## src/rtl/fp_fma_dot_sequencer_if.sv

```systemverilog
// fp_fma_dot_sequencer_if: job control, operand stream, FMA link and result port of the dot-product sequencer
interface fp_fma_dot_sequencer_if #(
    parameter int exp_width = 8,
    parameter int frac_width = 23,
    parameter int len_width = 8
);
    logic                               start;
    logic [len_width-1:0]               vec_len;
    logic [exp_width+frac_width:0]      acc_init;
    logic [1:0]                         round_mode;
    logic                               in_valid;
    logic [exp_width+frac_width:0]      in_a;
    logic [exp_width+frac_width:0]      in_b;
    logic                               in_ready;
    logic [exp_width+frac_width:0]      fma_op1;
    logic [exp_width+frac_width:0]      fma_op2;
    logic [exp_width+frac_width:0]      fma_op_acc;
    logic [1:0]                         fma_round_mode;
    logic [exp_width+frac_width:0]      fma_result;
    logic [4:0]                         fma_exception;
    logic                               out_valid;
    logic                               out_ready;
    logic [exp_width+frac_width:0]      out_result;
    logic [4:0]                         out_exception;
    logic                               busy;

    modport slave (
        input  start, vec_len, acc_init, round_mode, in_valid, in_a, in_b,
               fma_result, fma_exception, out_ready,
        output in_ready, fma_op1, fma_op2, fma_op_acc, fma_round_mode,
               out_valid, out_result, out_exception, busy
    );

    modport master (
        output start, vec_len, acc_init, round_mode, in_valid, in_a, in_b,
               fma_result, fma_exception, out_ready,
        input  in_ready, fma_op1, fma_op2, fma_op_acc, fma_round_mode,
               out_valid, out_result, out_exception, busy
    );
endinterface

```

## src/rtl/fp_fma_dot_sequencer.sv

```systemverilog
// fp_fma_dot_sequencer: accumulates a dot product by streaming operand pairs through an external combinational FMA
module fp_fma_dot_sequencer #(
    parameter int exp_width = 8,
    parameter int frac_width = 23,
    parameter int len_width = 8
) (
    input logic                    clk,
    input logic                    reset,
    fp_fma_dot_sequencer_if.slave  bus
);
    localparam int fw = exp_width + frac_width + 1;

    typedef enum logic [1:0] {idle, accum, done} state_t;

    state_t               state, state_nx;
    logic [fw-1:0]        acc;
    logic [4:0]           flags;
    logic [len_width-1:0] remaining;
    logic [1:0]           rmode;
    logic                 load, fire, last;

    assign load = state == idle && bus.start;
    assign fire = state == accum && bus.in_valid;
    assign last = remaining == len_width'(1);

    assign bus.fma_op1        = bus.in_a;
    assign bus.fma_op2        = bus.in_b;
    assign bus.fma_op_acc     = acc;
    assign bus.fma_round_mode = rmode;
    assign bus.out_result     = acc;
    assign bus.out_exception  = flags;

    // state register; reset discards any job in flight
    always_ff @(posedge clk or posedge reset) begin
        if (reset) state <= idle;
        else       state <= state_nx;
    end

    // next state and handshake outputs; a zero-length job goes straight to done
    always_comb begin
        state_nx      = state;
        bus.in_ready  = state == accum;
        bus.out_valid = state == done;
        bus.busy      = state != idle;
        if (load) state_nx = bus.vec_len != '0 ? accum : done;
        if (fire && last) state_nx = done;
        if (state == done && bus.out_ready) state_nx = idle;
    end

    // job context: load on start, fold each accepted FMA beat into acc and sticky flags
    always_ff @(posedge clk or posedge reset) begin
        if (reset) begin
            acc       <= '0;
            flags     <= '0;
            remaining <= '0;
            rmode     <= '0;
        end else if (load) begin
            acc       <= bus.acc_init;
            flags     <= '0;
            remaining <= bus.vec_len;
            rmode     <= bus.round_mode;
        end else if (fire) begin
            acc       <= bus.fma_result;
            flags     <= flags | bus.fma_exception;
            remaining <= remaining - len_width'(1);
        end
    end
endmodule

```

## src/flat_wrapper.sv

```systemverilog
// flat-port wrapper written by rule: the top's interface ports become plain ports
module fp_fma_dot_sequencer_flat 
#(
    parameter int exp_width = 8,
    parameter int frac_width = 23,
    parameter int len_width = 8
)
  (clk, reset, bus_start, bus_vec_len, bus_acc_init, bus_round_mode, bus_in_valid, bus_in_a, bus_in_b, bus_fma_result, bus_fma_exception, bus_out_ready, bus_in_ready, bus_fma_op1, bus_fma_op2, bus_fma_op_acc, bus_fma_round_mode, bus_out_valid, bus_out_result, bus_out_exception, bus_busy);
  fp_fma_dot_sequencer_if #(.exp_width(exp_width), .frac_width(frac_width), .len_width(len_width)) bus_i ();
  input logic clk;
  input logic reset;
  input wire logic [$bits(bus_i.start)-1:0] bus_start;
  input wire logic [$bits(bus_i.vec_len)-1:0] bus_vec_len;
  input wire logic [$bits(bus_i.acc_init)-1:0] bus_acc_init;
  input wire logic [$bits(bus_i.round_mode)-1:0] bus_round_mode;
  input wire logic [$bits(bus_i.in_valid)-1:0] bus_in_valid;
  input wire logic [$bits(bus_i.in_a)-1:0] bus_in_a;
  input wire logic [$bits(bus_i.in_b)-1:0] bus_in_b;
  input wire logic [$bits(bus_i.fma_result)-1:0] bus_fma_result;
  input wire logic [$bits(bus_i.fma_exception)-1:0] bus_fma_exception;
  input wire logic [$bits(bus_i.out_ready)-1:0] bus_out_ready;
  output wire logic [$bits(bus_i.in_ready)-1:0] bus_in_ready;
  output wire logic [$bits(bus_i.fma_op1)-1:0] bus_fma_op1;
  output wire logic [$bits(bus_i.fma_op2)-1:0] bus_fma_op2;
  output wire logic [$bits(bus_i.fma_op_acc)-1:0] bus_fma_op_acc;
  output wire logic [$bits(bus_i.fma_round_mode)-1:0] bus_fma_round_mode;
  output wire logic [$bits(bus_i.out_valid)-1:0] bus_out_valid;
  output wire logic [$bits(bus_i.out_result)-1:0] bus_out_result;
  output wire logic [$bits(bus_i.out_exception)-1:0] bus_out_exception;
  output wire logic [$bits(bus_i.busy)-1:0] bus_busy;
  assign bus_i.start = bus_start;
  assign bus_i.vec_len = bus_vec_len;
  assign bus_i.acc_init = bus_acc_init;
  assign bus_i.round_mode = bus_round_mode;
  assign bus_i.in_valid = bus_in_valid;
  assign bus_i.in_a = bus_in_a;
  assign bus_i.in_b = bus_in_b;
  assign bus_i.fma_result = bus_fma_result;
  assign bus_i.fma_exception = bus_fma_exception;
  assign bus_i.out_ready = bus_out_ready;
  assign bus_in_ready = bus_i.in_ready;
  assign bus_fma_op1 = bus_i.fma_op1;
  assign bus_fma_op2 = bus_i.fma_op2;
  assign bus_fma_op_acc = bus_i.fma_op_acc;
  assign bus_fma_round_mode = bus_i.fma_round_mode;
  assign bus_out_valid = bus_i.out_valid;
  assign bus_out_result = bus_i.out_result;
  assign bus_out_exception = bus_i.out_exception;
  assign bus_busy = bus_i.busy;
  fp_fma_dot_sequencer #(.exp_width(exp_width), .frac_width(frac_width), .len_width(len_width)) u_core (.clk(clk), .reset(reset), .bus(bus_i));
endmodule
```

## config.mk

```make
export PLATFORM = sky130hd
export DESIGN_NAME = fp_fma_dot_sequencer_flat
export DESIGN_NICKNAME = d
export VERILOG_FILES = /design/src/rtl/fp_fma_dot_sequencer_if.sv /design/src/rtl/fp_fma_dot_sequencer.sv /design/src/flat_wrapper.sv
export SDC_FILE = /design/constraint.sdc
export NUM_CORES = 1
export LEC_CHECK = 0
export CORE_AREA = 5 5 108 110
export DETAILED_ROUTE_END_ITERATION = 6
export DIE_AREA = 0 0 113 115
export GPL_TIMING_DRIVEN = 0
export PLACE_DENSITY = 0.87
export SLEW_MARGIN = 15
export SYNTH_ARGS = -nofsm -noshare
export SYNTH_HDL_FRONTEND = slang
export SYNTH_SLANG_ARGS = --single-unit
```

## constraint.sdc

```tcl
create_clock -name clk -period 4.2 [get_ports clk]
set_input_delay 0.84 -clock clk [delete_from_list [all_inputs] [get_ports clk]]
set_output_delay 0.84 -clock clk [all_outputs]
set_load 0.05 [all_outputs]
```

==> results of run 1 <==
kinds of logic (layout without fill, tap and decap cells):
logic type | count (synthesis) | after routing
compound gates | 56 | 56
xor+xnor | 2 | 2
fa+ha+maj | 2 | 2
buf+inv | 120 | 350
flops | 49 | 49
mux | 35 | 35
simple gates | 71 | 71
sequential cells by signal, indices dropped and copies added, names as in the netlist:
| register | cells |
|---|---|
| u_core.bus.fma_round_mode | 2 |
| u_core.bus.out_exception | 5 |
| u_core.remaining | 8 |
| u_core.state | 2 |
| u_core.bus.fma_op_acc | 32 |
worst reg2reg max path, delay by kind of cell, from the launching register on:
kind / cells / cell delay (ns)
AO/OA/AOI/OAI: 1 / 0.13
buffers and inverters: 2 / 0.75
flip-flops: 1 / 0.39
multiplexers: 1 / 0.18
AND/OR/NAND/NOR: 2 / 0.24
cells in the mapped netlist:
cell type	n
dfrtp_1	49
nand2_1	37
xnor2_1	2
or2_2	2
ha_1	2
a221o_1	1
a21oi_1	10
nand3b_1	2
buf_2	4
nand4_1	2
or3b_1	1
nor3_1	1
o21ai_0	29
buf_4	97
mux2_2	2
o22ai_1	2
or4_4	1
o21a_1	1
and3b_1	1
mux2i_1	33
nand3_1	4
clkbuf_1	8
a22oi_1	1
o21ai_1	8
nor2b_1	3
a21o_1	1
nor4_1	4
o221a_2	1
nor3b_1	1
nor4_4	1
buf_6	3
inv_1	8
o211ai_1	2
nor2_1	11
cell type report:
class / instances / area (um2) / area share, %
clock buffers: 6 / 72.57 / 1.294
inverters: 8 / 30.03 / 0.5356
flip-flops and latches: 49 / 1226 / 21.87
clock inverters: 2 / 10.01 / 0.1785
repair buffers: 222 / 2232 / 39.81
well taps: 140 / 175.2 / 3.124
multi-input cells: 166 / 1049 / 18.70
plain buffers: 112 / 812.0 / 14.48
where the power goes:
group,leakage [nW],internal (mW),switching (mW)
clock network,0.0450,0.116,0.153
registers,0.589,0.703,0.202
logic,1.99,1.16,1.98
total,2.62,1.98,2.33
metal layers:
layer  track usage (%)  up-vias  part of all wire [%]
li1                  -     1485                     -
met1             17.04     1445                    36
met2             31.24      174                    54
met3             5.211        4                   9.3
met4             2.965        0                  0.40
met5                 0        -                     0
metrics by stage:
stage	utilization [%]	cells	hold slack, ns
6_report	52.88	705	0.5096
5_1_grt	52.88	705	0.5450
2_1_floorplan	-	335	0.5347
4_1_cts	52.88	705	0.5135
3_5_place_dp	52.10	697	0.4908
3_3_place_gp	51.91	696	0.4820
path summary, 6_finish.rpt:
path	end	slack (ns)	depth (start not counted)
max	bus_in_ready	1.34	3
min	u_core.bus.out_exception[1]	0.51	2
max reg2reg	u_core.bus.fma_op_acc[3]	2.43	6
min reg2reg	u_core.bus.out_exception[1]	0.51	2
max in group asynchronous	u_core.bus.fma_op_acc[5]	2.80	3
min in group asynchronous	u_core.bus.fma_round_mode[1]	0.89	2
cells in the final DEF, fill, tap and decap left out, types with 3 or more instances in the layout:
cell               n
nor2_1            11
mux2i_1           33
buf_4             97
nand3_1            4
nor4_1             4
nor2b_1            3
clkbuf_1           9
buf_6              3
buf_2              4
clkbuf_8           5
dfrtp_1           49
nand2_1           37
clkdlybuf4s50_1  221
inv_1              7
o21ai_1            8
a21oi_1           10
o21ai_0           29
==> results.cfg, run 1 <==
[routing]
drtAntennaViolNets = 0
vias_per_cell = 4.409
via_count = 3108
drt_iter0_markers = 126
drc_errors = 0
first_pass_iters = 4
wire_per_inst_um = 15.78
wl_um = 11130

[cells_and_area]
finalInstanceArea_mm2 = 0.005607
fin_nets = 714
fillers = 964
antenna_cells = 0
area.growth.synth_to_final_pct = 79.89
drive_gt1_share_pct = 21.24

[worst_setup_path]
cp_max_fo = 10
startpoint = u_core.state[0]
path_delay_family = buffers and inverters
endpoint_kind = output port
cp.arrival_ns = 2.02
crit_path_max_incr_delay_ns = 0.83
cp_slowest_cell = clkdlybuf4s50_1
critPathBufInv = 2
crit_path_cell_trace = clkbuf_1 > nor2b_1 > clkdlybuf4s50_1
crit_required_ns = 3.36
crit_type = reg -> out
cp-start-kind = flip-flop
r2r_start = u_core.state[0]

[grt]
grt_pass1_vias = 3339
grt_pass1_wl_um = 16890
gr-usage-all-layers_pct = 16.08
grt_antenna_before_repair = 0
grt_max_degree = 30
overflow = 0

[hold_path]
hold_class = reg -> reg
min-delay-start = u_core.bus.out_exception[1]

[yosys]
synthAdderAreaFrac_pct = 0.8029
synth_compound_area_share_pct = 9.835
synth_nets = 485
synthMuxAreaShare_pct = 11.32
synth_area_mm2 = 0.003117
netlist_instances = 335
yosys.area_share.xor_xnor_pct = 0.5620
ys_types = 34
yosys-top-cells-area = dfrtp_1 39%, buf_4 23%, mux2i_1 11%
yosys.area.top_type_share_pct = 39.34
syn_avg_cell_area_um2 = 9.304
synth_top_family_by_area = buffers and inverters
post_synth_and_or_nand_nor_area_fraction_pct = 11.12
synth_top_cell_by_area = dfrtp_1
ys_seq_elements = 49
ys_warn_count = 0
yosysSeqAreaShare_pct = 39.34

[floorplan]
die_x_um = 113
rows = 38
dieArea_mm2 = 0.01300
core_mm2 = 0.01060
start_util_pct = 29.40
pin_count = 286
fp.dieH_um = 115

[sta]
slew_headroom_pct = 62.45
totalNegativeSetupSlack_ns = 0
slew_violations = 0
grt_setup_unrepaired = no
setup_slack_ns = 1.344
hold_viol = 0
report.final.setup_viol = 0
final.period_utilization_pct = 68.01
min_period_ns = 2.856
tightest_slew_ns = 0.5633
clock-skew-final_ns = 0.006607
fmax_mhz = 350.1

[flow_run]
max_cap_violations = 0

[clock_tree]
clkLatencyLatePin_ns = 0.30
cts-root-buf = clkbuf_8
cts.repair.resized = 0
cts_tree = built
cts.sink_count = 49
post-cts-setup-buffers = 0
cts_hold_buffers = 0
cts_buffers = 5
htree_levels = 2
clk_pin_slew_worst_paths_ns = 0.09
cts_buffer_depth = 2

[run_status]
status = finished clean

[placement]
hpwl_um = 9476
post_dp_cell_area_mm2 = 0.005524
gp_congestion = 0.8140
portBuffers = 221
place_ws_ns = 1.468

[power]
p_leak_nw = 2.620
ir_worst_vdd_mv = 0.4271
power_mw = 4.309
power_density_mw_per_mm2 = 768.5
Power figures use the tool's default switching activity.
==> run 2, diff against run 1 <==
--- a/config.mk
+++ b/config.mk
@@ -5,11 +5,11 @@
 export SDC_FILE = /design/constraint.sdc
 export NUM_CORES = 1
 export LEC_CHECK = 0
-export CORE_AREA = 5 5 108 110
+export CORE_MARGIN = 5
+export CORE_UTILIZATION = 31
 export DETAILED_ROUTE_END_ITERATION = 6
-export DIE_AREA = 0 0 113 115
 export GPL_TIMING_DRIVEN = 0
-export PLACE_DENSITY = 0.87
+export PLACE_DENSITY = 0.9
 export SLEW_MARGIN = 15
 export SYNTH_ARGS = -nofsm -noshare
 export SYNTH_HDL_FRONTEND = slang
==> constraint.sdc (replaced) <==
create_clock -name clk -period 2.95 [get_ports clk]
set_input_delay 0.59 -clock clk [delete_from_list [all_inputs] [get_ports clk]]
set_output_delay 0.59 -clock clk [all_outputs]
set_load 0.05 [all_outputs]
==> results.cfg, run 2 (synthesis gave the netlist of run 1 again) <==
[sta]
hold_viol = 0
final.period_utilization_pct = 87.02
slew_headroom_pct = 59.40
totalNegativeSetupSlack_ns = 0
slew_violations = 0
clock-skew-final_ns = 0.002957
min_period_ns = 2.567
tightest_slew_ns = 0.6081
report.final.setup_viol = 0
fmax_mhz = 389.5
grt_setup_unrepaired = no

[cells_and_area]
fin_nets = 714
largest_register_ffs = 32
multi_input_area_mm2 = 0.001049
antenna_cells = 0
finalInstanceArea_mm2 = 0.005643
drive_gt1_share_pct = 21.42
area.sequential_mm2 = 0.001226
area.growth.synth_to_final_pct = 81.05
final_common_cell = clkdlybuf4s50_1
final_cell_mix = 221 x clkdlybuf4s50_1, 97 x buf_4, 49 x dfrtp_1
fillers = 851

[grt]
grt_pass1_vias = 3310
overflow = 0
grt_max_degree = 27
grt_pass1_wl_um = 15900
gr-usage-all-layers_pct = 16.65
grt_antenna_before_repair = 0

[floorplan]
fp.dieH_um = 110.3
pin_count = 286
start_util_pct = 31.89
core_mm2 = 0.009774
rows = 36
dieArea_mm2 = 0.01216
die_x_um = 110.3

[routing]
wl_um = 10910
via_count = 3116
drc_errors = 0
wire_per_inst_um = 15.64
first_pass_iters = 4
vias_per_cell = 4.464
drtAntennaViolNets = 0
drt_iter0_markers = 70

[clock_tree]
cts_buffer_depth = 2
post-cts-setup-buffers = 0
cts-root-buf = clkbuf_8
clk_pin_slew_worst_paths_ns = 0.09
cts.sink_count = 49
cts.repair.resized = 0
cts_buffers = 5
htree_levels = 2
clkLatencyLatePin_ns = 0.30
cts_tree = built
cts_hold_buffers = 0

[run_status]
status = finished clean

[placement]
portBuffers = 221
hpwl_um = 9426
gp_congestion = 0.8028
post_dp_cell_area_mm2 = 0.005523

[worst_setup_path]
cp-start-kind = flip-flop
crit_path_max_incr_delay_ns = 0.80
cp_max_fo = 10
crit_path_cell_trace = clkbuf_1 > nor2b_1 > clkdlybuf4s50_1
endpoint_kind = output port
cp.arrival_ns = 1.98
crit_type = reg -> out
cp_slowest_cell = clkdlybuf4s50_1
crit_required_ns = 2.36

[hold_path]
hold_class = reg -> reg

[flow_run]
max_cap_violations = 0

[power]
p_leak_nw = 2.636
power_mw = 6.252
power_density_mw_per_mm2 = 1108
ir_worst_vdd_mv = 0.5918
[run 2: cell types whose count changed in the layout (fill, tap and decap cells not counted), sizes merged]
| cell | before | now |
|---|---|---|
| clkinvlp | 0 | 1 |
| bufinv | 0 | 1 |
| clkinv | 2 | 0 |
[run 2: path summary, 6_finish.rpt]
path,from,slack (ns),endpoint,cells past startpoint
max in group asynchronous,reset,1.74,u_core.bus.fma_op_acc[28],3
hold reg to reg,u_core.bus.out_exception[0],0.50,u_core.bus.out_exception[0],2
hold / removal,u_core.bus.out_exception[0],0.50,u_core.bus.out_exception[0],2
min in group asynchronous,reset,0.68,u_core.bus.fma_op_acc[23],2
setup reg to reg,u_core.state[0],1.22,u_core.bus.fma_op_acc[30],6
setup / recovery,u_core.state[0],0.38,bus_in_ready,3
[run 2: metal layers]
| layer | global-route usage [%] | wire, um | up-vias |
|---|---|---|---|
| li1 | - | - | 1478 |
| met2 | 31.85 | 5787 | 167 |
| met3 | 5.125 | 1233 | 10 |
| met4 | 3.166 | 99 | 0 |
| met1 | 18.02 | 3794 | 1461 |
| met5 | 0 | 0 | - |
[run 2: worst max-delay path: cells and delay by family (launching register included)]
family	cells	cell delay [ns]
buffers and inverters	2	1.12
AND/OR/NAND/NOR	1	0.17
flip-flops	1	0.39
[run 2: cell type report]
cell class / instances / share of cell area [%]
Buffer: 112 / 14.39
Clock buffer: 6 / 1.463
Clock inverter: 2 / 0.6652
Inverter: 8 / 0.5322
Multi-Input combinational cell: 166 / 18.58
Sequential cell: 49 / 21.73
Tap cell: 133 / 2.949
Timing Repair Buffer: 222 / 39.69
[run 2: stage by stage]
| stage | setup WS (ns) | utilization, % | hold WS (ns) | cells |
|---|---|---|---|---|
| 3_5_place_dp | 0.4932 | 56.50 | 0.4820 | 690 |
| 5_1_grt | 0.2649 | 57.73 | 0.5536 | 698 |
| 6_report | 0.3828 | 57.73 | 0.5017 | 698 |
| 4_1_cts | 0.3533 | 57.73 | 0.5053 | 698 |
| 2_1_floorplan | 1.007 | - | 0.5347 | 335 |
| 3_3_place_gp | 0.2303 | 56.22 | 0.4812 | 689 |
[run 2: power by group]
part	leakage [nW]	internal (mW)	switching, mW	total, mW
Combinational	1.99	1.65	2.82	4.46
Sequential	0.589	1.00	0.285	1.28
Clock	0.0574	0.276	0.228	0.504
==> run 3, diff against run 2 <==
--- a/config.mk
+++ b/config.mk
@@ -5,6 +5,7 @@
 export SDC_FILE = /design/constraint.sdc
 export NUM_CORES = 1
 export LEC_CHECK = 0
+export ABC_AREA = 1
 export CORE_MARGIN = 5
 export CORE_UTILIZATION = 31
 export DETAILED_ROUTE_END_ITERATION = 6
==> results.cfg, run 3 <==
[routing]
via_count = 3382
wire_per_inst_um = 15.56
drt_iter0_markers = 208
drtAntennaViolNets = 0
wl_um = 11920
first_pass_iters = 4
drc_errors = 0
vias_per_cell = 4.415

[grt]
overflow = 0
grt_max_degree = 28
gr-usage-all-layers_pct = 18.51
grt_pass1_wl_um = 18730
grt_pass1_vias = 3568
grt_antenna_before_repair = 0

[yosys]
synthTopCellsByCount = 96 x buf_4, 76 x nand2_1, 51 x o21ai_1
yosysSeqAreaShare_pct = 39.00
yosysMostFrequentCell = buf_4
ys_seq_elements = 49
synth_nets = 553
synthArstFlopShare_pct = 100.0
synth-edff-count = 0
netlist_instances = 403
yosys-top-cells-area = dfrtp_1 39%, buf_4 23%, nand2_1 9.1%
ys_dominant_reg_cell = dfrtp_1
ys_types = 25
synth_top_cell_by_area = dfrtp_1
syn_avg_cell_area_um2 = 7.802
yosys.area.top_type_share_pct = 39.00
synth_area_mm2 = 0.003144
ys_warn_count = 0

[placement]
portBuffers = 221
place_inst = 758
hpwl_um = 10080
gp_congestion = 0.8379
place_ws_ns = 0.8846

[cells_and_area]
final_common_cell = clkdlybuf4s50_1
fin_nets = 782
area.sequential_mm2 = 0.001226
fillers = 878
multi_input_area_um2 = 998.5
largest_register_ffs = 32
final_cell_mix = 221 x clkdlybuf4s50_1, 96 x buf_4, 76 x nand2_1
area.growth.synth_to_final_pct = 78.95
layout.cells.non_filler = 766
drive_gt1_share_pct = 19.75
antenna_cells = 0

[clock_tree]
cts_tree = built
cts.repair.resized = 0
htree_levels = 2
post-cts-setup-buffers = 0
cts_buffers = 5
clk_pin_slew_worst_paths_ns = 0.09
cts_hold_buffers = 0
cts_buffer_depth = 2
cts-root-buf = clkbuf_8
clkLatencyLatePin_ns = 0.30
cts.sink_count = 49

[worst_setup_path]
crit_required_ns = 2.36
cp-start-kind = flip-flop
cp.arrival_ns = 1.76
cp_slowest_cell = clkdlybuf4s50_1
cp_max_fo = 3
crit_path_cell_trace = inv_1 > nand2_1 > inv_1 > clkdlybuf4s50_1
crit_path_max_incr_delay_ns = 0.80
crit_top_cell = inv_1
endpoint_kind = output port
crit_type = reg -> out

[sta]
setup_slack_ns = 0.5976
totalNegativeSetupSlack_ns = 0
fmax_mhz = 425.1
min_period_ns = 2.352
hold_viol = 0
slew_violations = 0
clock-skew-final_ns = 0.008050
final.period_utilization_pct = 79.74
slew_headroom_pct = 62.73
hold_ws_ns = 0.4983
report.final.setup_viol = 0
tightest_slew_ns = 0.5591
grt_setup_unrepaired = no

[floorplan]
start_util_pct = 32.02
core_mm2 = 0.009819
rows = 36
pin_count = 286
dieArea_mm2 = 0.01226
die_x_um = 110.7
fp.dieH_um = 110.7

[flow_run]
max_cap_violations = 0

[power]
p_leak_nw = 2.546
power_mw = 6.428
power_density_mw_per_mm2 = 1142
ir_worst_vdd_mv = 0.6216

[hold_path]
hold_class = reg -> reg

[run_status]
status = finished clean
run 3: per-stage QoR:
stage               cell area, um2  utilization, %
floorplan                     3144               -
global placement              5523           56.24
detailed placement            5543           56.45
CTS                           5627           57.30
global route                  5627           57.30
finish                        5627           57.30
run 3: cells by family after synthesis:
family	count (synthesis)	share of synthesized area, %
flip-flops	49	39.00
AND/OR/NAND/NOR	136	17.35
AO/OA/AOI/OAI	81	13.33
buffers and inverters	134	29.25
adder cells (fa/ha/maj)	2	0.7957
XOR/XNOR	1	0.2786
run 3: layout make-up:
type / count / area share (%)
inverter: 23 / 1.579
sequential: 49 / 21.79
multi-input combinational: 220 / 17.75
buffer: 111 / 14.77
timing repair buffer: 222 / 39.67
clock inverter: 1 / 0.1334
clock buffer: 7 / 1.356
tap: 133 / 2.958
run 3: worst max-delay path, delay by kind of cell (launching register included):
kind	cells	cell delay, ns
buffers and inverters	3	0.98
and+or+nand+nor	1	0.07
DFF	1	0.42
run 3: power breakdown:
part | switching, mW | total [mW] | internal (mW) | leakage, nW
Combinational | 3.04 | 4.75 | 1.71 | 1.91
Clock | 0.223 | 0.391 | 0.168 | 0.0385
Sequential | 0.277 | 1.29 | 1.01 | 0.596
Total | 3.54 | 6.43 | 2.89 | 2.55
run 3: worst paths after layout:
check	to	depth (start not counted)	slack, ns	from
min reg2reg	u_core.bus.fma_round_mode[1]	2	0.50	u_core.bus.fma_round_mode[1]
max	bus_in_ready	4	0.60	u_core.state[1]
min	u_core.bus.fma_round_mode[1]	2	0.50	u_core.bus.fma_round_mode[1]
min in group asynchronous	u_core.bus.fma_op_acc[8]	2	0.64	reset
max reg2reg	u_core.bus.fma_op_acc[22]	6	1.44	u_core.state[0]
max in group asynchronous	u_core.bus.fma_op_acc[6]	3	1.78	reset
run 3: metal layers:
metal | vias to the layer above | global-route usage, % | share of wire (%)
met5 | - | 0 | 0
met4 | 0 | 4.269 | 1.3
met3 | 13 | 4.421 | 6.6
met2 | 165 | 33.66 | 53
met1 | 1559 | 21.95 | 39
li1 | 1645 | - | -
